--- config.mk ---
export PLATFORM = sky130hd
export DESIGN_NAME = jtpopeye_vtimer
export DESIGN_NICKNAME = d
export VERILOG_FILES = /design/src/rtl/jtpopeye_vtimer.sv
export SDC_FILE = /design/constraint.sdc
export NUM_CORES = 1
export LEC_CHECK = 0
export BUFFER_PORTS_ARGS = -buffer_cell sky130_fd_sc_hd__buf_4
export CORE_MARGIN = 2
export CORE_UTILIZATION = 58
export DETAILED_ROUTE_END_ITERATION = 7
export HOLD_SLACK_MARGIN = 0.1
export PLACE_DENSITY = 0.8
export SETUP_SLACK_MARGIN = 0.4
export SLEW_MARGIN = 30
export SYNTH_ARGS = -nofsm -noshare
export SYNTH_HDL_FRONTEND = slang
export SYNTH_SLANG_ARGS = --single-unit
--- constraint.sdc ---
create_clock -name clk -period 2.8 [get_ports clk]
set_clock_uncertainty 0.15 [all_clocks]
set_input_delay 0.56 -clock clk [delete_from_list [all_inputs] [get_ports clk]]
set_output_delay 0.56 -clock clk [all_outputs]
set_load 0.03 [all_outputs]
--- src/rtl/jtpopeye_vtimer.sv ---
// jtpopeye_vtimer -- video timing generator (H/V counters, blanking, sync,
// object-buffer init strobe and line/frame start pulses).
//
// Ports:
//   clk          system clock
//   rst_n        asynchronous active-low reset
//   cen          pixel clock enable; counters advance only when high
//   RV_n         screen flip (active low); inverts H and V outputs
//   H, V         horizontal / vertical count with flip applied
//   HB, VB       horizontal / vertical blank
//   HBD_n        HB with the DMA window at the end of HB removed (active low)
//   HS, VS       horizontal / vertical sync (active high)
//   INITEO_n     one-pixel strobe at the first pixel of vertical blank
//   line_start   one-clk pulse entering hc=0
//   frame_start  one-clk pulse entering hc=0, vc=0
//
// Build option: define JTPOPEYE_VTIMER_SYNC_EN to generate HS/VS; when it is
// undefined both sync outputs are tied low and no sync decode exists.

module jtpopeye_vtimer #(
  parameter int HW       = 9,
  parameter int VW       = 9,
  parameter int HTOTAL   = 384,
  parameter int HACT     = 256,
  parameter int HBD_EXT  = 16,
  parameter int HS_START = 288,
  parameter int HS_LEN   = 32,
  parameter int VTOTAL   = 264,
  parameter int VACT     = 224,
  parameter int VS_START = 240,
  parameter int VS_LEN   = 8
) (
  input  logic          clk,
  input  logic          rst_n,
  input  logic          cen,
  input  logic          RV_n,
  output logic [HW-1:0] H,
  output logic [VW-1:0] V,
  output logic          HB,
  output logic          HBD_n,
  output logic          VB,
  output logic          HS,
  output logic          VS,
  output logic          INITEO_n,
  output logic          line_start,
  output logic          frame_start
);

  generate
    if (HTOTAL > 2**HW || VTOTAL > 2**VW || HACT >= HTOTAL ||
        VACT >= VTOTAL || HBD_EXT > HTOTAL - HACT) begin : g_bad_params
      $fatal(1, "jtpopeye_vtimer: inconsistent timing parameters");
    end
  endgenerate

  // Thresholds are one bit wider than the counters so that limits equal to
  // 2**HW (or 2**VW) still compare correctly.
  localparam logic [HW:0]   HACT_X    = (HW+1)'(HACT);
  localparam logic [HW:0]   HBD_END_X = (HW+1)'(HTOTAL - 1 - HBD_EXT);
  localparam logic [VW:0]   VACT_X    = (VW+1)'(VACT);
  localparam logic [HW-1:0] HLAST     = HW'(HTOTAL - 1);
  localparam logic [VW-1:0] VLAST     = VW'(VTOTAL - 1);

  logic [HW-1:0] hc_reg, hc_next;
  logic [VW-1:0] vc_reg, vc_next;
  logic [HW:0]   hx;
  logic [VW:0]   vx;

  always_comb begin
    hc_next = hc_reg + 1'b1;
    vc_next = vc_reg;
    if (hc_reg == HLAST) begin
      hc_next = '0;
      vc_next = (vc_reg == VLAST) ? '0 : vc_reg + 1'b1;
    end
  end

  // Every output is decoded from the *next* count so it lands in the same
  // cycle as the counter update.
  assign hx = {1'b0, hc_next};
  assign vx = {1'b0, vc_next};

  always_ff @(posedge clk or negedge rst_n) begin
    if (!rst_n) begin
      hc_reg      <= '0;
      vc_reg      <= '0;
      H           <= '0;
      V           <= '0;
      HB          <= 1'b0;
      HBD_n       <= 1'b1;
      VB          <= 1'b0;
      INITEO_n    <= 1'b1;
      line_start  <= 1'b0;
      frame_start <= 1'b0;
    end else begin
      line_start  <= 1'b0;
      frame_start <= 1'b0;
      if (cen) begin
        hc_reg      <= hc_next;
        vc_reg      <= vc_next;
        // Flip is sampled only here, so RV_n changes wait for the next cen.
        H           <= RV_n ? hc_next : ~hc_next;
        V           <= RV_n ? vc_next : ~vc_next;
        HB          <= hx >= HACT_X;
        HBD_n       <= !(hx >= HACT_X && hx <= HBD_END_X);
        VB          <= vx >= VACT_X;
        INITEO_n    <= !(hc_next == '0 && vx == VACT_X);
        line_start  <= hc_next == '0;
        frame_start <= hc_next == '0 && vc_next == '0;
      end
    end
  end

`ifdef JTPOPEYE_VTIMER_SYNC_EN
  localparam logic [HW:0] HS_BEG_X = (HW+1)'(HS_START);
  localparam logic [HW:0] HS_END_X = (HW+1)'(HS_START + HS_LEN);
  localparam logic [VW:0] VS_BEG_X = (VW+1)'(VS_START);
  localparam logic [VW:0] VS_END_X = (VW+1)'(VS_START + VS_LEN);

  always_ff @(posedge clk or negedge rst_n) begin
    if (!rst_n) begin
      HS <= 1'b0;
      VS <= 1'b0;
    end else if (cen) begin
      HS <= hx >= HS_BEG_X && hx < HS_END_X;
      VS <= vx >= VS_BEG_X && vx < VS_END_X;
    end
  end
`else
  assign HS = 1'b0;
  assign VS = 1'b0;
`endif

endmodule
==> flow_summary.yaml, run 1 <==
detailed_routing:
  drc: 0
  drt-total-wl_um: 5070
  post_drt_via_cell_ratio: 5.87
  drtAntennaViolNets: 0
  maxUsedRoutingLayer: "met4"
  vias: 1968
  drt-met1-wl_um: 2350
  route.met3.wl_um: 207
  dr.pass1.iters: 4
  drtIter0Drc: 188
  wl_met2_um: 2440
  avgRoutedWirePerCell_um: 15.1
final_layout:
  nets: 290
  fin_cells: 335
  fill_cells: 301
  synthToLayoutAreaGrowth_pct: 18.2
  antenna_cells: 0
  final_common_cell: "buf_4"
  final_cell_mix: "buf_4, nor2_1, dfrtp_1"
  drive_above_1_share_pct: 28.4
clock_network:
  cts-root-to-sink-buffers: 2
  tritoncts: "yes"
  clkLatencyLatePin_ns: 0.30
  htree_num_levels: 2
  cts.clk_slew.worst_paths_ns: 0.08
  clock_sinks: 41
  cts_root_buf: "clkbuf_8"
  cts_buffers: 5
placement:
  place_hpwl_um: 3190
  dp_cells: 317
  port_buffers: 27
  place_congestion: 0.899
grt:
  track_usage_pct: 23.2
  grt_max_degree: 46
  antenna_found_initial: 0
  grt_pass1_vias: 1756
  grt_overflow: 0
  grt_pass1_wl_um: 8160
power:
  ir_worst_vdd_uv: 465
  swShare_pct: 33.9
  p_leak_nw: 1.19
  pwr-share-comb_pct: 29.9
  p_seq_share_pct: 41.7
  p_sw_uw: 675
  p_per_area_nw_per_um2: 692
  clockPowerShare_pct: 28.4
  total_power_mw: 1.99
  intPower_mw: 1.32
floorplanning:
  fp-row-count: 23
  die_x_um: 68.8
  die-area_um2: 4730
  die_y_um: 68.8
  core_area_um2: 4030
  io_pins: 30
  start_util_pct: 60.4
worst_setup_path:
  crit_arrival_ns: 2.44
  worstPathRequired_ns: 2.89
  crit_fanout: 7
  path_class: "reg2reg"
  cp-end-kind: "register"
  crit_family: "simple AND/OR/NAND/NOR gates"
  path_cells: "ha_2, nand2_1, or4_4, a211oi_4, a2bb2oi_2, nand4_1, o22a_1"
  cp_slowest_cell: "or4_4"
  cpPeakStageDelay_ns: 0.60
  path_buf_inv: 0
  crit_path_start_kind: "register"
timing:
  max_freq_mhz: 425
  slew_viol_final: 0
  fin_setup_tns_ns: 0
  finalHoldViolations: 0
  fin_crit_sh_pct: 84.0
  max_slew_margin_pct: 66.0
  setup_violations: 0
  fin_crit_ns: 2.35
  fin_hold_ws_ns: 0.347
  rsz0062_at_grt: "yes"
  worst_pin_slew_ns: 0.511
logic_synthesis:
  synth-seq-cells: 41
  synth_edf_count: 0
  yosysSeqAreaShare_pct: 42.2
  ys_types: 48
  netlist_instances: 261
  ys_warn_count: 0
  avgSynthCellArea_um2: 9.33
  netlist_area_um2: 2430
  synth_flop_cell: "dfrtp_1"
  async_reset_ff_share_pct: 100
worst_hold_path:
  hp-class: "reg2reg"
run_status:
  status: "finished, final reports clean"
flow_run:
  maxCapViolCount: 0
[per-layer routing]
| metal | track usage [%] | up-vias |
|---|---|---|
| li1 | - | 961 |
| met1 | 30.9 | 951 |
| met2 | 36.2 | 49 |
| met3 | 5.84 | 7 |
| met4 | 9.31 | 0 |
| met5 | 0 | - |
[logic make-up after synthesis]
kind of cell	share of synthesized area, %
xor+xnor	14.0
flops	42.2
mux	3.65
other cells	0.154
fa+ha+maj	1.03
simple gates	19.5
buf+inv	5.50
compound gates	13.9
[power by group through the flow]
| stage | logic, mW | registers, mW | clock network (mW) |
|---|---|---|---|
| 6_report | 0.595 | 0.830 | 0.566 |
| 3_5_place_dp | 0.582 | 0.832 | 0 |
| 4_1_cts | 0.589 | 0.822 | 0.577 |
| 2_1_floorplan | 0.378 | 0.878 | 0 |
| 5_1_grt | 0.653 | 0.856 | 0.601 |
| 3_3_place_gp | 0.575 | 0.827 | 0 |
[stage by stage]
stage / worst slack [ns] / instance area [um2] / utilization, %
after floorplan: 0.356 / 2450 / -
after global placement: 0.338 / 2620 / 65.0
after detailed placement: 0.281 / 2620 / 65.0
after CTS: 0.447 / 2810 / 69.7
after global routing: 0.336 / 2880 / 71.5
final: 0.447 / 2880 / 71.5
[cells in the mapped netlist (all sizes together), types with 3 or more instances]
| cell type | count | area [um2] |
|---|---|---|
| nand3 | 14 | 70.1 |
| xor2 | 13 | 114 |
| nand2 | 17 | 63.8 |
| clkbuf | 14 | 52.6 |
| and3 | 3 | 18.8 |
| nor2 | 33 | 124 |
| a211oi | 4 | 35.0 |
| a31oi | 8 | 50.1 |
| nor3 | 8 | 45.0 |
| o21ai | 8 | 40.0 |
| mux2 | 7 | 78.8 |
| buf | 12 | 70.1 |
| xnor2 | 26 | 228 |
| dfrtp | 39 | 976 |
| a21oi | 17 | 88.8 |
| nand4 | 6 | 37.5 |
| inv | 3 | 11.3 |
[timing repair]
action                     4_1_cts  5_1_grt
hold buffers                     1        0
pin swaps                        3        2
hold endpoints to repair         9        0
gates resized for setup          7        9
setup buffers                    4        5
setup endpoints to repair        8       18
[final timing paths]
path	from	endpoint	slack, ns	cells after the start
setup / recovery	vc_reg[1]	INITEO_n	0.45	7
hold / removal	HBD_n	HBD_n	0.35	2
setup reg to reg	vc_reg[1]	INITEO_n	0.45	7
hold reg to reg	HBD_n	HBD_n	0.35	2
max in group asynchronous	rst_n	vc_reg[8]	1.49	2
min in group asynchronous	rst_n	H[1]	0.63	2
[tightest hold or removal path: stages (launching register included)]
cell and delay (ns):
dfstp_2 0.38, nor2_1 0.08, a31oi_1 0.05
[final cells by class]
class	instances	area [um2]	area share, %
multi-input combinational	192	1320	45.8
sequential	41	1040	36.0
timing repair buffer	41	314	10.9
clock buffer	5	68.8	2.39
clock inverter	3	65.1	2.26
tap	50	62.6	2.17
inverter	3	11.3	0.391
No activity file was read; power rests on OpenSTA's default activity.
==> inputs of run 2 (changes only) <==
--- a/config.mk
+++ b/config.mk
@@ -7,10 +7,10 @@
 export LEC_CHECK = 0
 export BUFFER_PORTS_ARGS = -buffer_cell sky130_fd_sc_hd__buf_4
 export CORE_MARGIN = 2
-export CORE_UTILIZATION = 58
+export CORE_UTILIZATION = 52
 export DETAILED_ROUTE_END_ITERATION = 7
 export HOLD_SLACK_MARGIN = 0.1
-export PLACE_DENSITY = 0.8
+export PLACE_DENSITY = 0.75
 export SETUP_SLACK_MARGIN = 0.4
 export SLEW_MARGIN = 30
 export SYNTH_ARGS = -nofsm -noshare
==> constraint.sdc (replaced) <==
create_clock -name clk -period 1.95 [get_ports clk]
set_clock_uncertainty 0.15 [all_clocks]
set_input_delay 0.39 -clock clk [delete_from_list [all_inputs] [get_ports clk]]
set_output_delay 0.39 -clock clk [all_outputs]
set_load 0.03 [all_outputs]
==> run 2 against run 1 <==
Against the previous run:
- the flow now finishes with violations (setup timing)
- core utilization grew 16 points
- non-clock buffer count grew 77
- final area grew 35%
- via count grew 30%
- worst hold slack lost 0.11 ns
- sequential power grew 37%
- register-to-register slack lost 1.1 ns
- critical path type unchanged
- critical endpoint unchanged
- largest cell class unchanged
==> flow_summary.yaml, run 2 (same netlist as run 1, synthesis figures left out) <==
placement:
  place_congestion: 0.891
  place_hpwl_um: 3790
  dp_cells: 368
  dp_slack_ns: -0.496
  port_buffers: 27
final_layout:
  final_cell_mix: "buf_4, dfrtp_1, buf_6"
  post-route-util_pct: 87.2
  antenna_cells: 0
  drive_above_1_share_pct: 54.4
  synthToLayoutAreaGrowth_pct: 59.1
  fin_cells: 414
  nets: 367
  final_common_cell: "buf_4"
worst_setup_path:
  cp-end-kind: "register"
  r2r_start: "vc_reg[5]"
  crit_fanout: 3
  cpPeakStageDelay_ns: 0.58
  path_cells: "or4b_4, or4_4, a211oi_2, a2bb2oi_1, nand4_1, o22a_1"
  cp_slowest_cell: "or4_4"
  r2r_cells: 6
  ff2ff_setup_slack_ns: -0.63
  crit_arrival_ns: 2.66
  crit_path_start_kind: "register"
  r2r-end: "INITEO_n"
  path_class: "reg2reg"
  worstPathRequired_ns: 2.03
detailed_routing:
  drc: 0
  drtAntennaViolNets: 0
  drt-total-wl_um: 8430
  dr.pass1.iters: 5
  vias: 2562
  avgRoutedWirePerCell_um: 20.4
  drtIter0Drc: 242
  post_drt_via_cell_ratio: 6.19
timing:
  worst_pin_slew_ns: 0.533
  setup_violations: 29
  setup_slack_ns: -0.631
  slew_viol_final: 0
  max_freq_mhz: 387
  rsz0062_at_grt: "yes"
  fin_crit_sh_pct: 132
  fin_crit_ns: 2.58
  finalHoldViolations: 0
  max_slew_margin_pct: 64.5
power:
  total_power_mw: 3.26
  pwr-share-comb_pct: 45.2
  p_seq_share_pct: 35.1
  swShare_pct: 37.1
  ir_worst_vdd_uv: 890
  clockPowerShare_pct: 19.7
  p_leak_nw: 1.72
  intPower_mw: 2.05
  p_per_area_nw_per_um2: 841
  p_sw_mw: 1.21
floorplanning:
  die-area_um2: 5250
  fp-row-count: 24
  die_x_um: 72.4
  start_util_pct: 54.8
  io_pins: 30
  core_area_um2: 4440
  die_y_um: 72.4
flow_run:
  maxCapViolCount: 0
grt:
  grt_pass1_wl_um: 10700
  grt_max_degree: 42
  grt_overflow: 0
  track_usage_pct: 26.6
  grt_pass1_vias: 2168
  antenna_found_initial: 0
worst_hold_path:
  min_path_cells: 2
  hp-class: "in2reg"
  min-delay-start: "cen"
  hold_end: "hc_reg[0]"
clock_network:
  clock_sinks: 41
  htree_num_levels: 2
  cts_buffers: 5
  cts.clk_slew.worst_paths_ns: 0.08
  tritoncts: "yes"
  clkLatencyLatePin_ns: 0.31
  cts_root_buf: "clkbuf_8"
  cts-root-to-sink-buffers: 2
run_status:
  violations: "setup timing"
  status: "complete, but fails checks"
==> run 2: how the worst max path moves through the flow <==
| stage | to | start | depth (start not counted) |
|---|---|---|---|
| after floorplan | INITEO_n | vc_reg[5] | 7 |
| after detailed placement | INITEO_n | vc_reg[5] | 6 |
| final | INITEO_n | vc_reg[5] | 6 |
| after CTS | INITEO_n | vc_reg[5] | 6 |
| after global routing | INITEO_n | vc_reg[5] | 6 |
| after global placement | INITEO_n | vc_reg[5] | 6 |
==> run 2: routing by layer <==
layer,vias up,global-route usage [%],part of all wire (%)
li1,1106,-,-
met1,1278,36.2,40
met2,147,42.2,50
met3,31,5.42,6.6
met4,0,10.1,3.1
met5,-,0,0
==> run 2: critical path, delay by kind of cell, from the launching register on <==
family	cells	cell delay, ns
flops	1	0.38
compound gates	3	0.65
simple gates	3	1.32
==> run 2: what timing repair did <==
| action | CTS | global route |
|---|---|---|
| buffers inserted | 18 | 18 |
| gates cloned | 1 | 0 |
| hold buffers | 1 | 0 |
| endpoints found under the setup margin | 37 | 43 |
| pin swaps | 28 | 23 |
| resized for setup | 36 | 35 |
| endpoints found under the hold margin | 39 | 0 |
==> run 2: area by class of cell <==
cell class	instances	area [um2]
inverters	3	11.3
flip-flops and latches	41	1030
multi-input cells	192	1660
repair buffers	118	1010
fillers	194	571
clock buffers	7	96.3
well taps	52	65.1
clock inverters	1	5.00
==> run 2: per-stage QoR <==
step / hold slack (ns) / cell area (um2) / setup TNS [ns]
floorplan: -0.0556 / 2650 / -4.29
global placement: 0.254 / 3170 / -3.69
detailed placement: 0.259 / 3170 / -4.07
CTS: 0.233 / 3560 / -4.74
global route: 0.246 / 3870 / -9.01
finish: 0.235 / 3870 / -7.25
==> run 2: power groups by stage <==
stage          Sequential (mW)  Clock, mW  Combinational [mW]
2_1_floorplan             1.27          0               0.677
3_3_place_gp              1.13          0                1.19
3_5_place_dp              1.14          0                1.21
4_1_cts                   1.13      0.638                1.28
5_1_grt                   1.16      0.666                1.56
6_report                  1.14      0.641                1.47
==> inputs of run 3 (changes only) <==
--- a/config.mk
+++ b/config.mk
@@ -5,9 +5,10 @@
 export SDC_FILE = /design/constraint.sdc
 export NUM_CORES = 1
 export LEC_CHECK = 0
+export ABC_AREA = 1
 export BUFFER_PORTS_ARGS = -buffer_cell sky130_fd_sc_hd__buf_4
 export CORE_MARGIN = 2
-export CORE_UTILIZATION = 52
+export CORE_UTILIZATION = 51
 export DETAILED_ROUTE_END_ITERATION = 7
 export HOLD_SLACK_MARGIN = 0.1
 export PLACE_DENSITY = 0.75
==> run 3 against run 2 <==
Against the previous run:
- the run still ends with setup timing left
- wire length shrank 5.7%
- first-iteration DRC count rose by 41%
- flip-flop and latch count unchanged
- via count shrank 4.0%
- die area fell by 8.5%
- register-to-register slack gained 0.55 ns
- combinational power grew 13%
- clock-buffer cell count decreased by 1
- final area down 16%
- worst setup slack better by 0.55 ns
- highest routed layer unchanged
==> flow_summary.yaml, run 3 <==
timing:
  fin_hold_ws_ns: 0.235
  max_slew_margin_pct: 60.5
  finalHoldViolations: 0
  fin_setup_tns_ns: -0.193
  rsz0062_at_grt: "yes"
  setup_violations: 4
  fin_crit_ns: 2.03
  slew_viol_final: 0
  max_freq_mhz: 493
  fin_crit_sh_pct: 104
  worst_pin_slew_ns: 0.592
  setup_slack_ns: -0.0804
worst_setup_path:
  cpPeakStageDelay_ns: 0.41
  cp-end-kind: "register"
  crit_family: "simple AND/OR/NAND/NOR gates"
  crit_arrival_ns: 2.11
  path_class: "reg2reg"
  cp_slowest_cell: "dfrtp_1"
  crit_path_start_kind: "register"
  path_buf_inv: 2
  worstPathRequired_ns: 2.03
  crit_fanout: 4
  path_cells: "ha_4, nand2_4, nor2_4, buf_6, inv_6, a21oi_1, nand2_1, nor2_1, nand2_2, nor2_1, a21oi_1"
placement:
  place_congestion: 0.904
  dp_slack_ns: 0.00378
  port_buffers: 27
  place_hpwl_um: 3870
  dp_cells: 371
  dpl_cell_area_um2: 2570
power:
  p_per_area_nw_per_um2: 1100
  ir_worst_vdd_uv: 662
  total_power_mw: 3.58
  p_leak_nw: 1.45
detailed_routing:
  drtAntennaViolNets: 0
  drt-met1-wl_um: 2990
  post_drt_via_cell_ratio: 6.26
  maxUsedRoutingLayer: "met4"
  dr.pass1.iters: 6
  vias: 2459
  drtIter0Drc: 341
  route.met3.wl_um: 773
  drt-total-wl_um: 7950
  wl_met2_um: 3900
  drc: 0
  avgRoutedWirePerCell_um: 20.2
logic_synthesis:
  netlist_area_um2: 2170
  async_reset_ff_share_pct: 100
  synth_edf_count: 0
  avgSynthCellArea_um2: 7.68
  ys_warn_count: 0
  yosysSeqAreaShare_pct: 47.4
  netlist_instances: 283
  ys_types: 30
  synth_top_area_share_pct: 44.9
  synth_flop_cell: "dfrtp_1"
  yosysTopAreaCell: "dfrtp_1"
  synth-seq-cells: 41
  synth_commonest_cells: "nand2_1, dfrtp_1, inv_1, nor2_1, nand3_1"
  yosys-top-cells-area: "dfrtp_1, nand2_1, inv_1"
  yosysMostFrequentCell: "nand2_1"
run_status:
  violations: "setup timing"
  status: "complete, but fails checks"
final_layout:
  synthToLayoutAreaGrowth_pct: 49.0
  drive_above_1_share_pct: 44.3
  fill_cells: 220
  multi_input_area_um2: 1380
  post-route-util_pct: 79.8
  stdcell_area_um2: 3240
  final_common_cell: "nand2_1"
  nets: 348
  antenna_cells: 0
  fin_cells: 393
  final_cell_mix: "nand2_1, buf_4, dfrtp_1"
  regArea_um2: 1030
grt:
  track_usage_pct: 25.8
  grt_overflow: 0
  grt_pass1_vias: 1987
  grt_max_degree: 42
  grt_pass1_wl_um: 9900
  antenna_found_initial: 0
clock_network:
  clock_sinks: 41
  cts_buffers: 5
  tritoncts: "yes"
  cts_root_buf: "clkbuf_8"
  cts-root-to-sink-buffers: 2
  clkLatencyLatePin_ns: 0.30
  htree_num_levels: 2
  cts.clk_slew.worst_paths_ns: 0.09
floorplanning:
  die_x_um: 69.3
  die-area_um2: 4800
  die_y_um: 69.3
  start_util_pct: 53.5
  core_area_um2: 4060
  fp-row-count: 23
  io_pins: 30
flow_run:
  maxCapViolCount: 0
worst_hold_path:
  hp-class: "in2reg"
[run 3: cell types whose count changed after synthesis, sizes merged, moves of 8 or more]
cell,delta
o22ai,+10
a31oi,-8
nand2,+65
inv,+26
o21ai,+12
xor2,-12
clkbuf,-8
xnor2,-26
[run 3: path summary, 6_finish.rpt]
check	startpoint	endpoint	slack (ns)	depth (start not counted)
min in group asynchronous	rst_n	V[1]	0.45	2
min	cen	vc_reg[4]	0.23	2
min reg2reg	INITEO_n	INITEO_n	0.37	2
max reg2reg	hc_reg[0]	INITEO_n	-0.08	11
max in group asynchronous	rst_n	HB	0.82	2
max	hc_reg[0]	INITEO_n	-0.08	11
[run 3: final cells by class]
cell class / instances / share of cell area (%)
Inverter: 30 / 3.83
Sequential cell: 41 / 31.8
Tap cell: 50 / 1.93
Multi-Input combinational cell: 203 / 42.6
Clock buffer: 6 / 2.24
Clock inverter: 2 / 1.20
Timing Repair Buffer: 61 / 16.4
[run 3: metal layers]
| layer | track usage, % | up-vias |
|---|---|---|
| met5 | 0 | - |
| li1 | - | 1050 |
| met1 | 38.2 | 1170 |
| met2 | 38.2 | 203 |
| met4 | 10.5 | 0 |
| met3 | 3.49 | 36 |
[run 3: report_power, final]
group	switching [mW]	internal [mW]	total (mW)
Clock	0.322	0.385	0.706
Combinational	0.992	0.664	1.66
Sequential	0.181	1.03	1.21
[run 3: repair_timing]
action	CTS	global route
hold buffers	1	0
pin swaps	8	28
hold endpoints to repair	39	0
resized for setup	21	93
setup endpoints to repair	34	42
setup buffers	5	7
cloned	1	0
[run 3: kinds of logic after synthesis]
| group | count (synthesis) | synth area share [%] |
|---|---|---|
| and+or+nand+nor | 139 | 27.5 |
| AOI/OAI and AO/OA | 58 | 15.2 |
| buffers and inverters | 41 | 7.89 |
| DFF | 41 | 47.4 |
| adders and majority gates | 2 | 1.15 |
| xor gates and xnor gates | 1 | 0.749 |
| other | 1 | 0.173 |
